==> config.mk <==
export PLATFORM = sky130hd
export DESIGN_NAME = vga_sync_generator_flat
export DESIGN_NICKNAME = d
export VERILOG_FILES = /design/src/rtl/vga_sync_generator_pkg.sv /design/src/rtl/vga_sync_generator_if.sv /design/src/rtl/vga_sync_generator_clk_enable_divider.sv /design/src/rtl/vga_sync_generator.sv /design/src/flat_wrapper.sv
export SDC_FILE = /design/constraint.sdc
export NUM_CORES = 1
export LEC_CHECK = 0
export ABC_AREA = 1
export CAP_MARGIN = 20
export CORE_MARGIN = 8
export CORE_UTILIZATION = 30
export DETAILED_ROUTE_END_ITERATION = 6
export PLACE_DENSITY_LB_ADDON = 0.25
export SLEW_MARGIN = 20
export SYNTH_ARGS = -nofsm -noshare
export SYNTH_HDL_FRONTEND = slang
export SYNTH_HIERARCHICAL = 1
export SYNTH_SLANG_ARGS = --single-unit
export TNS_END_PERCENT = 30
==> constraint.sdc <==
create_clock -name clk -period 3 [get_ports clk]
set_input_delay 0.9 -clock clk [delete_from_list [all_inputs] [get_ports clk]]
set_output_delay 0.9 -clock clk [all_outputs]
set_load 0.03 [all_outputs]
==> src/rtl/vga_sync_generator_pkg.sv <==
// Shared raster timing for the VGA path: 640x480@60 Hz defaults, derived
// totals and sync window bounds, plus the registered per-pixel output bundle.
package vga_sync_generator_pkg;

   localparam int unsigned H_VISIBLE_DEF = 640;
   localparam int unsigned H_FRONT_DEF   = 16;
   localparam int unsigned H_SYNC_DEF    = 96;
   localparam int unsigned H_BACK_DEF    = 48;
   localparam int unsigned V_VISIBLE_DEF = 480;
   localparam int unsigned V_FRONT_DEF   = 10;
   localparam int unsigned V_SYNC_DEF    = 2;
   localparam int unsigned V_BACK_DEF    = 33;

   localparam int unsigned H_TOTAL_DEF = H_VISIBLE_DEF + H_FRONT_DEF + H_SYNC_DEF + H_BACK_DEF;
   localparam int unsigned V_TOTAL_DEF = V_VISIBLE_DEF + V_FRONT_DEF + V_SYNC_DEF + V_BACK_DEF;

   localparam int unsigned HS_START_DEF = H_VISIBLE_DEF + H_FRONT_DEF;
   localparam int unsigned HS_END_DEF   = HS_START_DEF + H_SYNC_DEF;
   localparam int unsigned VS_START_DEF = V_VISIBLE_DEF + V_FRONT_DEF;
   localparam int unsigned VS_END_DEF   = VS_START_DEF + V_SYNC_DEF;

   localparam int unsigned CNT_W = 10;
   localparam int unsigned X_W   = 10;
   localparam int unsigned Y_W   = 9;

   typedef logic [CNT_W-1:0] cnt_t;

   typedef struct packed {
      logic           hsync;
      logic           vsync;
      logic           inside_video;
      logic [X_W-1:0] x_position;
      logic [Y_W-1:0] y_position;
      logic           line_tick;
      logic           frame_tick;
   } pixel_t;

   // Half-open window test lo <= pos < hi.
   function automatic logic in_window(cnt_t pos, cnt_t lo, cnt_t hi);
      return (pos >= lo) && (pos < hi);
   endfunction

endpackage

==> src/rtl/vga_sync_generator_if.sv <==
// Raster output bundle: the generator drives it (master), the renderer,
// monitor pins and game core consume it (slave).
interface vga_sync_generator_if;
   import vga_sync_generator_pkg::*;

   logic           pixel_en;
   logic           hsync;
   logic           vsync;
   logic           inside_video;
   logic [X_W-1:0] x_position;
   logic [Y_W-1:0] y_position;
   logic           line_tick;
   logic           frame_tick;

   modport master (
      output pixel_en, hsync, vsync, inside_video,
             x_position, y_position, line_tick, frame_tick
   );

   modport slave (
      input  pixel_en, hsync, vsync, inside_video,
             x_position, y_position, line_tick, frame_tick
   );

endinterface

==> src/rtl/vga_sync_generator_clk_enable_divider.sv <==
// Pixel-rate enable: d counts 0..CLK_DIV-1 and strobe marks the last count.
// With CLK_DIV=1 the counter never leaves 0, so strobe is constantly high.
module clk_enable_divider #(
   parameter int unsigned CLK_DIV = 2
) (
   input  logic clk,
   input  logic rst,
   output logic strobe
);

   localparam int unsigned DW = (CLK_DIV > 1) ? $clog2(CLK_DIV) : 1;
   typedef logic [DW-1:0] div_t;
   localparam div_t D_LAST = div_t'(CLK_DIV - 1);

   div_t d;

   assign strobe = (d == D_LAST);

   // Free-running divider, wraps after the strobe count.
   always_ff @(posedge clk or posedge rst) begin
      if (rst) begin
         d <= '0;
      end else if (d == D_LAST) begin
         d <= '0;
      end else begin
         d <= d + div_t'(1);
      end
   end

endmodule

==> src/rtl/vga_sync_generator.sv <==
// Raster timing source: h/v scan counters advanced at the pixel rate, with
// every output registered from the position the counters are about to load,
// so outputs and counters change together on each pixel strobe.
module vga_sync_generator
   import vga_sync_generator_pkg::*;
#(
   parameter int unsigned CLK_DIV   = 2,
   parameter int unsigned H_VISIBLE = H_VISIBLE_DEF,
   parameter int unsigned H_FRONT   = H_FRONT_DEF,
   parameter int unsigned H_SYNC    = H_SYNC_DEF,
   parameter int unsigned H_BACK    = H_BACK_DEF,
   parameter int unsigned V_VISIBLE = V_VISIBLE_DEF,
   parameter int unsigned V_FRONT   = V_FRONT_DEF,
   parameter int unsigned V_SYNC    = V_SYNC_DEF,
   parameter int unsigned V_BACK    = V_BACK_DEF,
   parameter bit          SYNC_POL  = 1'b0
) (
   input  logic                 clk,
   input  logic                 rst,
   vga_sync_generator_if.master vga
);

   localparam int unsigned H_TOTAL = H_VISIBLE + H_FRONT + H_SYNC + H_BACK;
   localparam int unsigned V_TOTAL = V_VISIBLE + V_FRONT + V_SYNC + V_BACK;

   localparam cnt_t H_LAST   = cnt_t'(H_TOTAL - 1);
   localparam cnt_t V_LAST   = cnt_t'(V_TOTAL - 1);
   localparam cnt_t H_VIS    = cnt_t'(H_VISIBLE);
   localparam cnt_t V_VIS    = cnt_t'(V_VISIBLE);
   localparam cnt_t HS_START = cnt_t'(H_VISIBLE + H_FRONT);
   localparam cnt_t HS_END   = cnt_t'(H_VISIBLE + H_FRONT + H_SYNC);
   localparam cnt_t VS_START = cnt_t'(V_VISIBLE + V_FRONT);
   localparam cnt_t VS_END   = cnt_t'(V_VISIBLE + V_FRONT + V_SYNC);

   localparam pixel_t PX_RESET = '{
      hsync:        ~SYNC_POL,
      vsync:        ~SYNC_POL,
      inside_video: 1'b0,
      x_position:   '0,
      y_position:   '0,
      line_tick:    1'b0,
      frame_tick:   1'b0
   };

   logic   s;
   cnt_t   h;
   cnt_t   v;
   cnt_t   h_nxt;
   cnt_t   v_nxt;
   logic   vis_nxt;
   logic   pixel_en_q;
   pixel_t px_q;
   pixel_t px_nxt;

   clk_enable_divider #(
      .CLK_DIV (CLK_DIV)
   ) u_div (
      .clk    (clk),
      .rst    (rst),
      .strobe (s)
   );

   // Next raster position: h wraps at line end and carries into v.
   always_comb begin
      h_nxt = h + cnt_t'(1);
      v_nxt = v;
      if (h == H_LAST) begin
         h_nxt = '0;
         v_nxt = (v == V_LAST) ? '0 : v + cnt_t'(1);
      end
   end

   // Output decode for the position about to be loaded.
   always_comb begin
      vis_nxt             = (h_nxt < H_VIS) && (v_nxt < V_VIS);
      px_nxt.hsync        = in_window(h_nxt, HS_START, HS_END) ? SYNC_POL : ~SYNC_POL;
      px_nxt.vsync        = in_window(v_nxt, VS_START, VS_END) ? SYNC_POL : ~SYNC_POL;
      px_nxt.inside_video = vis_nxt;
      px_nxt.x_position   = vis_nxt ? h_nxt[X_W-1:0] : '0;
      px_nxt.y_position   = vis_nxt ? v_nxt[Y_W-1:0] : '0;
      px_nxt.line_tick    = (h_nxt == '0);
      px_nxt.frame_tick   = (h_nxt == '0) && (v_nxt == V_VIS);
   end

   // Counters and output registers; ticks last only the clk after a strobe.
   always_ff @(posedge clk or posedge rst) begin
      if (rst) begin
         h          <= H_LAST;
         v          <= V_LAST;
         pixel_en_q <= 1'b0;
         px_q       <= PX_RESET;
      end else begin
         pixel_en_q <= s;
         if (s) begin
            h    <= h_nxt;
            v    <= v_nxt;
            px_q <= px_nxt;
         end else begin
            px_q.line_tick  <= 1'b0;
            px_q.frame_tick <= 1'b0;
         end
      end
   end

   assign vga.pixel_en     = pixel_en_q;
   assign vga.hsync        = px_q.hsync;
   assign vga.vsync        = px_q.vsync;
   assign vga.inside_video = px_q.inside_video;
   assign vga.x_position   = px_q.x_position;
   assign vga.y_position   = px_q.y_position;
   assign vga.line_tick    = px_q.line_tick;
   assign vga.frame_tick   = px_q.frame_tick;

endmodule

==> src/flat_wrapper.sv <==
// flat-port wrapper written by rule: the top's interface ports become plain ports
module vga_sync_generator_flat import vga_sync_generator_pkg::*;
#(
   parameter int unsigned CLK_DIV   = 2,
   parameter int unsigned H_VISIBLE = H_VISIBLE_DEF,
   parameter int unsigned H_FRONT   = H_FRONT_DEF,
   parameter int unsigned H_SYNC    = H_SYNC_DEF,
   parameter int unsigned H_BACK    = H_BACK_DEF,
   parameter int unsigned V_VISIBLE = V_VISIBLE_DEF,
   parameter int unsigned V_FRONT   = V_FRONT_DEF,
   parameter int unsigned V_SYNC    = V_SYNC_DEF,
   parameter int unsigned V_BACK    = V_BACK_DEF,
   parameter bit          SYNC_POL  = 1'b0
)
  (clk, rst, vga_pixel_en, vga_hsync, vga_vsync, vga_inside_video, vga_x_position, vga_y_position, vga_line_tick, vga_frame_tick);
  vga_sync_generator_if vga_i ();
  input  logic clk;
  input  logic rst;
  output wire logic [$bits(vga_i.pixel_en)-1:0] vga_pixel_en;
  output wire logic [$bits(vga_i.hsync)-1:0] vga_hsync;
  output wire logic [$bits(vga_i.vsync)-1:0] vga_vsync;
  output wire logic [$bits(vga_i.inside_video)-1:0] vga_inside_video;
  output wire logic [$bits(vga_i.x_position)-1:0] vga_x_position;
  output wire logic [$bits(vga_i.y_position)-1:0] vga_y_position;
  output wire logic [$bits(vga_i.line_tick)-1:0] vga_line_tick;
  output wire logic [$bits(vga_i.frame_tick)-1:0] vga_frame_tick;
  assign vga_pixel_en = vga_i.pixel_en;
  assign vga_hsync = vga_i.hsync;
  assign vga_vsync = vga_i.vsync;
  assign vga_inside_video = vga_i.inside_video;
  assign vga_x_position = vga_i.x_position;
  assign vga_y_position = vga_i.y_position;
  assign vga_line_tick = vga_i.line_tick;
  assign vga_frame_tick = vga_i.frame_tick;
  vga_sync_generator #(.CLK_DIV(CLK_DIV), .H_VISIBLE(H_VISIBLE), .H_FRONT(H_FRONT), .H_SYNC(H_SYNC), .H_BACK(H_BACK), .V_VISIBLE(V_VISIBLE), .V_FRONT(V_FRONT), .V_SYNC(V_SYNC), .V_BACK(V_BACK), .SYNC_POL(SYNC_POL)) u_core (.clk(clk), .rst(rst), .vga(vga_i));
endmodule
==> summary.md <==
| Metric | Value |
|---|---|
| Status | `completed` |
| Routability congestion estimate | `0.875` |
| Wirelength per Cell | `13.5 microns` |
| Final antenna-violating net count | `0` |
| H-tree Lvls | `2` |
| Synth warn | `6` |
| #FFs+latches synth | `46` |
| Multiplexer share of the synthesized area | `0` |
| Fin crit period | `2.41 ns` |
| R2R Path Start | `u_core/h[0]` |
| Post-route worst setup slack | `0.592 ns` |
| Die area | `0.0119 sq mm` |
| First-pass GRT wire length | `11100 microns` |
| Fin cells | `484` |
| Setup tns final | `0 ns` |
| Synth area leader | `dfrtp_1` |
| Clock power frac | `0.424` |
| Critical path's top delay family | `buffers and inverters` |
| Syn Area/Cell | `7.34 sq um` |
| Net Sw Frac | `0.209` |
| Vias in the first global route | `2256` |
| Hold buffer count at CTS | `0` |
| DRT Pass-1 Iters | `4` |
| Post-layout nets | `380` |
| Post-Synthesis Cells | `353` |
| Initial drt markers | `about 150` |
| Die width | `109 microns` |
| Gr ovfl total | `0` |
| Initial antenna violation count | `0` |
| CTS root buf | `clkbuf_8` |
| Buffers & Inverters on Critical Path | `1` |
| Final wirelength | `between 6000 and 7000 microns` |
| Final Util | `0.357` |
| PortBufs | `26` |
| Flop pwr share | `0.563` |
| Int Pwr | `slightly below 0.9 mW` |
| Row count | `34` |
| Clk slew on worst S/H paths | `0.09 ns` |
| Synth Area in Compound Gates | `0.0709` |
| Largest net degree at the start of global routing | `46` |
| Dpl ws | `0.576 ns` |
| Syn Nets | `358` |
| Worst skew pair latency | `~0.30 ns` |
| Gr usage total | `0.116` |
| Post-synthesis sequential area ratio | `0.450` |
| Core ar. | `0.00855 sq mm` |
| Placed cell count | `around 480` |
| Placed Instance Area | `a little under 0.003 sq mm` |
| Final period util | `0.803` |
| WS Path Type | `reg -> out` |
| Worst-path cell chain | `clkdlybuf4s50_1` |
| HPWL Detailed | `4570 microns` |
| Mapped cell area | `0.00259 sq mm` |
| Main combinational cell family by area after synthesis | `simple AND/OR/NAND/NOR gates` |
| Slew Viols, Final | `0` |
| Maximum fanout along the worst path | `2` |
| Share of cells above drive strength 1 | `0.0878` |
| Adder-cell share of the synthesized area | `0.0145` |
| PwrDens | `~360 mW/mm^2` |
| Sink Count | `46` |
| Hold_ws | `0.485 ns` |
| Combinational Power Share | `0.013` |
| Crit. Startpoint | `u_core/vga.vsync` |
| Slowest library cell on the worst path | `clkdlybuf4s50_1` |
| Final Hold Vio Count | `0` |
| Ant. Diodes | `0` |
| Startpoint type of the worst setup path | `flop` |
| Maxcap violations | `0` |
| CTS tree | `built` |
| Top-area cell type share of the netlist area | `0.328` |
| Worst Clk Skew | `0.00424 ns` |
| Crit-path max cell delay | `around 0.66 ns` |
| Psw | `0.230 mW` |
| Postcts setup bufs | `0` |
| Final setup viols | `0` |
| Leading post-synthesis cells by cell area | `dfrtp_1 33%, nand2_1 17%, dfstp_2 12%` |
| Maximum root-to-sink buffer count | `2` |
| RSZ-0062 raised after global routing | `false` |
| Fmax | `415 MHz` |
| CP Capture Type | `output port` |
| Initial Util | `0.303` |
| HP Class | `reg -> reg` |
| Worst VDD drop | `about 0.16 mV` |
| Post-synthesis xor/xnor area fraction | `0.00676` |
| Via count | `2340` |
| Fin area | `0.00305 sq mm` |
| Slew @ Worst Pin | `0.753 ns` |
| Via density | `~4.8` |
| Die Y | `109 microns` |
| I/O pin total | `27` |
| DR DRC count | `0` |
| Simple-gate share of the synthesized area | `0.361` |
| Slew headroom | `0.497` |
| Yosys cell types | `26` |
| Worst hold start | `u_core/vga.x_position[4]` |
| CP required | `about 2.1 ns` |
| Layout area overhead | `17.6%` |
| CP Data Arrival Time | `between 1.5 and 2 ns` |
| Leakage | `1.50 nW` |
| Design Power | `1.10 mW` |
| CTS resizes | `0` |
| TritonCTS buffer count | `5` |
-- layer usage --
layer  vias up  global-route usage  part of all wire
met3         9              0.0225             0.039
met1      1119               0.153              0.48
met4         0              0.0528             0.020
met5         -                   0                 0
met2        48               0.179              0.46
li1       1164                   -                 -
-- registers in the layout (all words and copies together), names as in the netlist, 9 cells and up --
name	count
u_core/h	10
u_core/v	10
u_core/vga.x_position	10
u_core/vga.y_position	9
-- area by class of cell --
| cell class | instances | area (sq um) |
|---|---|---|
| clock buffers | 7 | 76.3 |
| well taps | 108 | 135 |
| repair buffers | 31 | 310 |
| inverters | 42 | 158 |
| flip-flops and latches | 46 | 1170 |
| multi-input cells | 249 | 1170 |
| fillers | 905 | 5500 |
| clock inverters | 1 | 30.0 |
-- synth_stat cells (all sizes together) --
master,count
nand3b,1
a21oi,1
nor3,4
nand2,118
ha,3
xnor2,1
o21ai,11
o21bai,16
nor2,48
xor2,1
nand4,25
clkbuf,7
nand3,20
inv,42
dfstp,12
dfrtp,34
buf,9
-- worst paths after layout --
path	to	slack, ns	cells after the start
max in group asynchronous	u_core/v[6]	1.53	3
hold reg to reg	u_core/vga.x_position[4]	0.49	2
setup / recovery	vga_vsync	0.59	1
min in group asynchronous	u_core/u_div/strobe	0.76	2
hold / removal	u_core/vga.x_position[4]	0.49	2
setup reg to reg	u_core/vga.frame_tick	0.59	13
-- power by group through the flow --
stage / Sequential [mW] / Clock, mW / Combinational [mW]
3_5_place_dp: 0.632 / 0 / 0.0157
6_report: 0.620 / 0.468 / 0.0146
4_1_cts: 0.620 / 0.486 / 0.0158
2_1_floorplan: 0.632 / 0 / 0.00906
3_3_place_gp: 0.632 / 0 / 0.0159
5_1_grt: 0.621 / 0.505 / 0.0180
-- cell families (layout without fill, tap and decap cells) --
| logic type | after synthesis | after routing |
|---|---|---|
| xor gates and xnor gates | 2 | 2 |
| buffers and inverters | 58 | 81 |
| adders and majority gates | 3 | 3 |
| AOI/OAI and AO/OA | 28 | 28 |
| DFF | 46 | 46 |
| and+or+nand+nor | 216 | 216 |
-- cell usage in the layout (no fill, tap or decap), types with 3 or more instances in the layout --
master	n
buf_4	4
clkbuf_8	5
clkdlybuf4s50_1	26
dfrtp_1	34
dfstp_2	12
ha_1	3
inv_1	40
nand2_1	116
nand3_1	19
nand4_1	25
nor2_1	43
nor2_2	4
nor3_1	4
o21ai_0	7
o21ai_1	3
o21bai_1	16
(Power assumes the default switching activity.)
